### src/rtl/spi_slave_rx.sv
// spi_slave_rx: oversampled SPI receive endpoint. It deserialises MSB-first words
// into an RX FIFO that local logic drains over a valid/ready handshake.
// Optional feature macro: SPI_SLAVE_ECHO_EN (echoes the previous word on miso).
module spi_slave_rx #(
  parameter int unsigned DATA_W      = 8,
  parameter int unsigned FIFO_DEPTH  = 4,
  parameter int unsigned SYNC_STAGES = 2
) (
  input  logic                        clk,
  input  logic                        reset,
  input  logic                        sclk,
  input  logic                        sel,
  input  logic                        mosi,
  output logic                        miso,
  output logic [DATA_W-1:0]           rx_data,
  output logic                        rx_valid,
  input  logic                        rx_ready,
  output logic [$clog2(FIFO_DEPTH):0] fifo_count,
  output logic                        overrun,
  output logic                        frame_err
);
  localparam int unsigned PTR_W  = $clog2(FIFO_DEPTH);
  localparam int unsigned FCNT_W = PTR_W + 1;
  localparam int unsigned CNT_W  = $clog2(DATA_W + 1);

  typedef enum logic [1:0] {IDLE = 2'd0, SHIFT = 2'd1, COMMIT = 2'd2} state_t;

  state_t                 state_q, state_d;
  logic [SYNC_STAGES-1:0] sclk_sync_q, sclk_sync_d;
  logic [SYNC_STAGES-1:0] sel_sync_q, sel_sync_d;
  logic [SYNC_STAGES-1:0] mosi_sync_q, mosi_sync_d;
  logic                   sclk_prev_q, sclk_prev_d;
  logic                   sel_prev_q, sel_prev_d;
  logic [DATA_W-1:0]      sr_q, sr_d;
  logic [CNT_W-1:0]       cnt_q, cnt_d;
  logic [DATA_W-1:0]      mem_q [FIFO_DEPTH];
  logic [DATA_W-1:0]      mem_d [FIFO_DEPTH];
  logic [PTR_W-1:0]       wr_ptr_q, wr_ptr_d, rd_ptr_q, rd_ptr_d;
  logic [FCNT_W-1:0]      fifo_count_q, fifo_count_d;
  logic [DATA_W-1:0]      rx_data_q, rx_data_d;
  logic                   rx_valid_q, rx_valid_d;
  logic                   overrun_q, overrun_d;
  logic                   frame_err_q, frame_err_d;

  logic sclk_s, sel_s, mosi_s, sclk_fall, sel_fall;
  logic shift_en, cnt_clr, push, pop, full, wr_en;

  assign sclk_s    = sclk_sync_q[SYNC_STAGES-1];
  assign sel_s     = sel_sync_q[SYNC_STAGES-1];
  assign mosi_s    = mosi_sync_q[SYNC_STAGES-1];
  assign sclk_fall = sclk_prev_q & ~sclk_s;
  assign sel_fall  = sel_prev_q & ~sel_s;

  // FSM state register
  always_ff @(posedge clk) begin
    if (reset) state_q <= IDLE;
    else       state_q <= state_d;
  end

  // FSM next state; COMMIT is entered on the same edge that samples the last bit
  always_comb begin
    state_d = state_q;
    case (state_q)
      IDLE:    if (sel_s) state_d = SHIFT;
      SHIFT: begin
        if (sel_fall) state_d = IDLE;
        else if (sclk_fall && (cnt_q == CNT_W'(DATA_W - 1))) state_d = COMMIT;
      end
      COMMIT:  state_d = sel_s ? SHIFT : IDLE;
      default: state_d = IDLE;
    endcase
  end

  // FSM outputs: datapath strobes and the abort indication
  always_comb begin
    shift_en    = 1'b0;
    cnt_clr     = 1'b0;
    push        = 1'b0;
    frame_err_d = 1'b0;
    case (state_q)
      IDLE: cnt_clr = 1'b1;
      SHIFT: begin
        if (sel_fall) begin
          cnt_clr     = 1'b1;
          frame_err_d = (cnt_q != '0);
        end else if (sclk_fall) begin
          shift_en = 1'b1;
        end
      end
      COMMIT: begin
        push    = 1'b1;
        cnt_clr = 1'b1;
      end
      default: cnt_clr = 1'b1;
    endcase
  end

  // Synchronisers, shifter and FIFO next-state; rx_data mirrors the next head entry
  always_comb begin
    sclk_sync_d = {sclk_sync_q[SYNC_STAGES-2:0], sclk};
    sel_sync_d  = {sel_sync_q[SYNC_STAGES-2:0], sel};
    mosi_sync_d = {mosi_sync_q[SYNC_STAGES-2:0], mosi};
    sclk_prev_d = sclk_s;
    sel_prev_d  = sel_s;

    sr_d  = shift_en ? {sr_q[DATA_W-2:0], mosi_s} : sr_q;
    cnt_d = cnt_clr ? '0 : (shift_en ? cnt_q + CNT_W'(1) : cnt_q);

    pop   = rx_valid_q & rx_ready;
    full  = (fifo_count_q == FCNT_W'(FIFO_DEPTH));
    wr_en = push & (~full | pop);

    mem_d = mem_q;
    if (wr_en) mem_d[wr_ptr_q] = sr_q;
    wr_ptr_d = wr_ptr_q + PTR_W'(wr_en);
    rd_ptr_d = rd_ptr_q + PTR_W'(pop);

    fifo_count_d = fifo_count_q;
    if (wr_en && !pop)      fifo_count_d = fifo_count_q + FCNT_W'(1);
    else if (!wr_en && pop) fifo_count_d = fifo_count_q - FCNT_W'(1);

    overrun_d  = overrun_q | (push & full & ~pop);
    rx_valid_d = (fifo_count_d != '0);
    rx_data_d  = rx_valid_d ? mem_d[rd_ptr_d] : '0;
  end

  // Datapath registers
  always_ff @(posedge clk) begin
    if (reset) begin
      sclk_sync_q  <= '0;
      sel_sync_q   <= '0;
      mosi_sync_q  <= '0;
      sclk_prev_q  <= 1'b0;
      sel_prev_q   <= 1'b0;
      sr_q         <= '0;
      cnt_q        <= '0;
      for (int i = 0; i < FIFO_DEPTH; i++) mem_q[i] <= '0;
      wr_ptr_q     <= '0;
      rd_ptr_q     <= '0;
      fifo_count_q <= '0;
      rx_data_q    <= '0;
      rx_valid_q   <= 1'b0;
      overrun_q    <= 1'b0;
      frame_err_q  <= 1'b0;
    end else begin
      sclk_sync_q  <= sclk_sync_d;
      sel_sync_q   <= sel_sync_d;
      mosi_sync_q  <= mosi_sync_d;
      sclk_prev_q  <= sclk_prev_d;
      sel_prev_q   <= sel_prev_d;
      sr_q         <= sr_d;
      cnt_q        <= cnt_d;
      mem_q        <= mem_d;
      wr_ptr_q     <= wr_ptr_d;
      rd_ptr_q     <= rd_ptr_d;
      fifo_count_q <= fifo_count_d;
      rx_data_q    <= rx_data_d;
      rx_valid_q   <= rx_valid_d;
      overrun_q    <= overrun_d;
      frame_err_q  <= frame_err_d;
    end
  end

  assign rx_data    = rx_data_q;
  assign rx_valid   = rx_valid_q;
  assign fifo_count = fifo_count_q;
  assign overrun    = overrun_q;
  assign frame_err  = frame_err_q;

`ifdef SPI_SLAVE_ECHO_EN
  logic [DATA_W-1:0] echo_q, echo_d;
  logic              miso_q, miso_d;
  logic              sclk_rise;

  assign sclk_rise = ~sclk_prev_q & sclk_s;

  // Echo shifter; the rise before a word's first sample (count 0) must not shift
  always_comb begin
    echo_d = echo_q;
    if (push) echo_d = sr_q;
    else if ((state_q == SHIFT) && sclk_rise && (cnt_q != '0)) echo_d = echo_q << 1;
    miso_d = (state_d == IDLE) ? 1'b0 : echo_d[DATA_W-1];
  end

  // Echo registers
  always_ff @(posedge clk) begin
    if (reset) begin
      echo_q <= '0;
      miso_q <= 1'b0;
    end else begin
      echo_q <= echo_d;
      miso_q <= miso_d;
    end
  end

  assign miso = miso_q;
`else
  assign miso = 1'b0;
`endif

endmodule
### config.mk
export PLATFORM = sky130hd
export DESIGN_NAME = spi_slave_rx
export DESIGN_NICKNAME = d
export VERILOG_FILES = /design/src/rtl/spi_slave_rx.sv
export SDC_FILE = /design/constraint.sdc
export NUM_CORES = 1
export LEC_CHECK = 0
export BUFFER_PORTS_ARGS = -buffer_cell sky130_fd_sc_hd__buf_2
export CORE_UTILIZATION = 30
export DETAILED_ROUTE_END_ITERATION = 8
export GPL_ROUTABILITY_DRIVEN = 0
export PLACE_DENSITY_LB_ADDON = 0.12
export RECOVER_POWER = 100
export SLEW_MARGIN = 10
export SYNTH_ARGS = -nofsm -noshare
export SYNTH_HDL_FRONTEND = slang
export SYNTH_SLANG_ARGS = --single-unit
### constraint.sdc
create_clock -name clk -period 5.8 [get_ports clk]
set_input_delay 0.58 -clock clk [delete_from_list [all_inputs] [get_ports clk]]
set_output_delay 0.58 -clock clk [all_outputs]
set_load 0.02 [all_outputs]
After elaboration in Yosys (flattened, before gate mapping)
Cells that the tools add are included.
Word-level totals
  flip-flop bits (word level): 72
  input port bits: 6
  logic and storage cells: 83
  output and inout bits: 15
Cells by class
  bitwise logic cells: 17
  equal/unequal tests: 6
  reduce and logical (&&, ||, !) cells: 13
  add/subtract/negate cells: 5
  mux-type cells: 20
  magnitude comparators: 3
Operators with widths (number)
  32-bit bitwise mux: 1
  32-bit 2-to-1 mux: 1
  8-bit 2-to-1 mux: 3
  8-bit binary-select mux with 2-bit select: 1
  8-bit demux with 2-bit select: 1
  1-bit 2-to-1 mux: 7
  1-bit inverter: 7
  1-bit AND: 6
  3-bit >= comparator, second input constant: 2
  2-bit 2-to-1 mux: 3
  3-bit 2-to-1 mux: 2
  2-bit inverter with 3-bit output: 2
  2-bit case mux with 3 select lines: 1
  2-bit by 1-bit adder with 2-bit output: 2
  4-bit by 1-bit adder with 4-bit output, second input constant: 1
  4-bit by 3-bit == test with 1-bit output, second input constant: 1
  1-bit logical AND: 4
  4-bit nonzero test: 1
  2-bit OR reduction: 2
  3-bit by 1-bit adder with 3-bit output, second input constant: 1
  3-bit == test, second input constant: 1
  3-bit by 1-bit < comparator with 1-bit output, second input constant: 1
  3-bit != test, second input constant: 1
  3-bit nonzero test: 1
  other kinds (9): 11

Logic depth before layout (Yosys ltp)
  word-level depth: 11
  gate-level depth with buffers: 8
  mapped depth without buffers: 7

Least setup slack after synthesis
No wires, ideal clock.
  path kind: register -> register
  start point: reg fifo_count_q[0], in the netlist fifo_count[0]
  end point: reg rx_data_q[7], in the netlist rx_data[7]
  setup slack: 3716 ps
  required time: 5684 ps
  period minus slack after synthesis: 2084 ps
  library setup time: 116 ps
  stages on the path, launching flop included: 7
  data arrival time: 1969 ps
  cell sequence: dfxtp_1 -> inv_1 -> ha_1 -> nand4b_1 -> a21o_1 -> a221oi_4 -> and3b_1
Between the ends
  longest elaborated chain between the ends: 11
  elaborated cells between the ends (all ways): 18
RTL lines
  from (decl): RTL line 39  | logic [FCNT_W-1:0] fifo_count_q, fifo_count_d;
  from (signal assigned): RTL line 156  | fifo_count_q <= fifo_count_d;
  3-bit == test: RTL line 110  | full = (fifo_count_q == FCNT_W'(FIFO_DEPTH));
  1-bit inverter: RTL line 111  | wr_en = push & (~full | pop);
  1-bit bitwise OR: RTL line 111
  1-bit AND: RTL line 111
  1-bit logical NOT: RTL line 120  | else if (!wr_en && pop) fifo_count_d = fifo_count_q - FCNT_W'(1);
  1-bit logical AND: RTL line 120
  3-bit 2-to-1 mux: RTL line 120
  3-bit 2-to-1 mux: RTL line 119  | if (wr_en && !pop) fifo_count_d = fifo_count_q + FCNT_W'(1);
  3-bit nonzero test: RTL line 123  | rx_valid_d = (fifo_count_d != '0);
  1-bit inverter (no line)
  2-bit OR reduction (no line)
  to (signal assigned): RTL line 157  | rx_data_q <= rx_data_d;
  to (decl): RTL line 40  | logic [DATA_W-1:0] rx_data_q, rx_data_d;
Several ways; a longest one is shown, not always the timed one. The select of a mux whose other input is x is not followed.
A chain may end at the register's enable or synchronous reset.

Final worst setup path
  start point: in reset
  end point: reg rx_data_q[7], in the netlist rx_data[7]
Between the ends
  longest elaborated chain between the ends: 1
RTL lines
  from (decl): RTL line 10  | input logic reset,
  2-bit OR reduction (no line)
No other way between the ends.

==> impl_metrics.ini <==
[run_status]
status = complete, but fails checks
violations = capacitance limit, slew limit

[sta]
relSlewSlack_pct = -85.4
hold_viol_final = 0
finalSetupTns_ns = 0
final_max_slew_viol_count = 62
fin_crit_sh_pct = 62.6
setup_viol = 0
tightest_slew_ns = 2.78
fin_crit_ns = 3.63
finClkSkew_ns = 0.0138
rsz0062_at_grt = no
max_freq_ghz = 0.275

[floorplanning]
core_area_mm2 = 0.00973
die_w_um = 102
fp.dieH_um = 102
dieArea_mm2 = 0.0104
start_util_pct = 30.7
num_rows = 36
pin_count = 21

[clock_network]
post_cts_buffers = 0
path_clk_slew_ns = 0.07
numCtsBuffers = 9
hold_buffers = 0
cts_num_sinks = 72
htreeDepth = 3
insertion_delay_ns = 0.34
root_buffer = clkbuf_8
clockBufferDepth = 2
cts_resized = 0
cts_tree = yes

[placement]
dp_hpwl_um = 3760
port_buffers = 19

[routing]
drtIter0Drc = 73
first_pass_iters = 4
num_vias = 2002
viasPerCell = 4.55
drc = 0
avgRoutedWirePerCell_um = 13.8
ant_nets = 0
wirelength_um = 6070

[power]
p_per_area_mw_per_mm2 = 330
p_leak_nw = 1.32
vdd_drop_max_uv = 87.6

[logic_synthesis]
yosys_warnings = 0
syn_nets = 294
synth-seq-area-share_pct = 48.2
avgSynthCellArea_um2 = 10.6
synth_enable_flop_cells = 0
synth_top_area_share_pct = 48.2
yosysUniqueCellTypes = 48
synth-seq-cells = 72
synth_area_leaders = dfxtp_1 (48%), mux2i_1 (8.0%), nor2b_1 (5.4%)
syn_inst = 282
synthFlopType = dfxtp_1
async_reset_ff_share_pct = 0
syn_area_mm2 = 0.00299
synth_top_cell_by_area = dfxtp_1

[global_route]
grt_usage_pct = 12.9
antenna_found_initial = 0
grt_pass1_vias = 1928
grt_pass1_wl_um = 9890
grt_overflow = 0
grt_max_degree = 62

[layout]
layout-drive-gt1-share_pct = 14.3
regArea_mm2 = 0.00144
fillers = 1040
antenna_cells = 0
area_growth_pct = 12.6
finalNetCount = 315
final_util_pct = 34.6
multi_input_area_mm2 = 0.00145

[critical_path]
ff2ff_setup_slack_ns = 3.47
cp.arrival_ns = 3.87
endpoint_kind = register
crit_fanout = 61
worstSetupPathType = in2reg
start_kind = input pin
worstPathRequired_ns = 6.03

[min_path]
min_path_type = reg2reg

[run]
cap_viol_max_count = 1
## logic make-up (layout without fill, tap and decap cells)
family	after synthesis	after routing	share of synthesized area (%)
fa+ha+maj	6	6	2.51
mux	41	41	14.7
xor+xnor	6	6	1.76
other cells	1	1	0.125
buf+inv	20	45	2.97
compound gates	33	33	11.5
simple gates	103	103	18.2
flops	72	72	48.2
## state kept, by name (all words and copies together), names as in the netlist, 2 cells and up
register	flops
mosi_sync_q	2
wr_ptr_q	2
state_q	2
rx_data	8
sel_sync_q	2
mem_q	32
sclk_sync_q	2
rd_ptr_q	2
sr_q	8
cnt_q	4
fifo_count	3
## power by group
part | total [mW] | switching, mW | internal, mW | leakage [nW]
Sequential | 0.526 | 0.0128 | 0.513 | 0.582
Combinational | 0.200 | 0.132 | 0.0683 | 0.643
Clock | 0.384 | 0.176 | 0.208 | 0.0925
Total | 1.11 | 0.321 | 0.789 | 1.32
## layer usage
layer	wire length (um)	part of all wire, %	global-route usage [%]	vias to the layer above
met5	0	0	0	-
met2	2660	44	19.9	27
li1	-	-	-	1017
met1	3200	53	17.1	954
met4	63	1.0	4.95	0
met3	141	2.3	3.97	4
## final cells by class
| class | count | area share (%) |
|---|---|---|
| clock buffers | 12 | 4.31 |
| clock inverters | 3 | 1.26 |
| inverters | 10 | 1.11 |
| multi-input cells | 190 | 43.1 |
| flip-flops and latches | 72 | 42.8 |
| well taps | 133 | 4.94 |
| repair buffers | 20 | 2.42 |
## synth_stat cells (3+ instances only)
| library cell | instances |
|---|---|
| inv_1 | 9 |
| o21ai_0 | 3 |
| o22ai_1 | 6 |
| nand3_1 | 5 |
| clkbuf_1 | 4 |
| xnor2_1 | 4 |
| mux2_2 | 13 |
| nor2_1 | 41 |
| o2111ai_4 | 3 |
| nand2b_1 | 4 |
| nor3b_1 | 8 |
| nand2_1 | 7 |
| dfxtp_1 | 72 |
| ha_1 | 6 |
| mux2i_1 | 24 |
| a21oi_1 | 4 |
| nor2b_1 | 26 |
| a22oi_1 | 7 |
## per-stage QoR
step | power (mW) | hold slack [ns] | instance area, um2 | worst slack [ns] | std cells
finish | 1.11 | 0.438 | 3370 | 2.17 | 440
global route | 1.17 | 0.451 | 3370 | 1.79 | 440
CTS | 1.13 | 0.441 | 3390 | 3.50 | 440
detailed placement | 0.746 | 0.425 | 3210 | 3.29 | 425
global placement | 0.745 | 0.421 | 3210 | 3.38 | 425
floorplan | 0.689 | 0.414 | 2990 | 3.72 | 282
## placed cells by master (no fill, tap or decap), types with 7 or more instances in the layout
cell type / count
dfxtp_1: 72
nor2_1: 41
nor2b_1: 26
mux2i_1: 24
clkbuf_1: 17
mux2_2: 13
clkbuf_8: 10
inv_1: 9
nor3b_1: 8
nand2_1: 7
a22oi_1: 7
## worst max-delay path: stages
cell and delay [ns]:
buf_2 0.07, clkbuf_1 1.95, nor2b_1 0.27, a221oi_4 0.73
and3b_1 0.25
## path summary, 6_finish.rpt
check | from | to | cells past startpoint
hold reg to reg | mosi_sync_q[0]$_SDFF_PP0_ | mosi_sync_q[1]$_SDFF_PP0_ | 1
setup / recovery | reset | rx_data[7]$_SDFF_PP0_ | 5
hold / removal | mosi_sync_q[0]$_SDFF_PP0_ | mosi_sync_q[1]$_SDFF_PP0_ | 1
setup reg to reg | fifo_count[0]$_SDFF_PP0_ | rx_data[6]$_SDFF_PP0_ | 6
No activity file was read; power rests on OpenSTA's default activity.
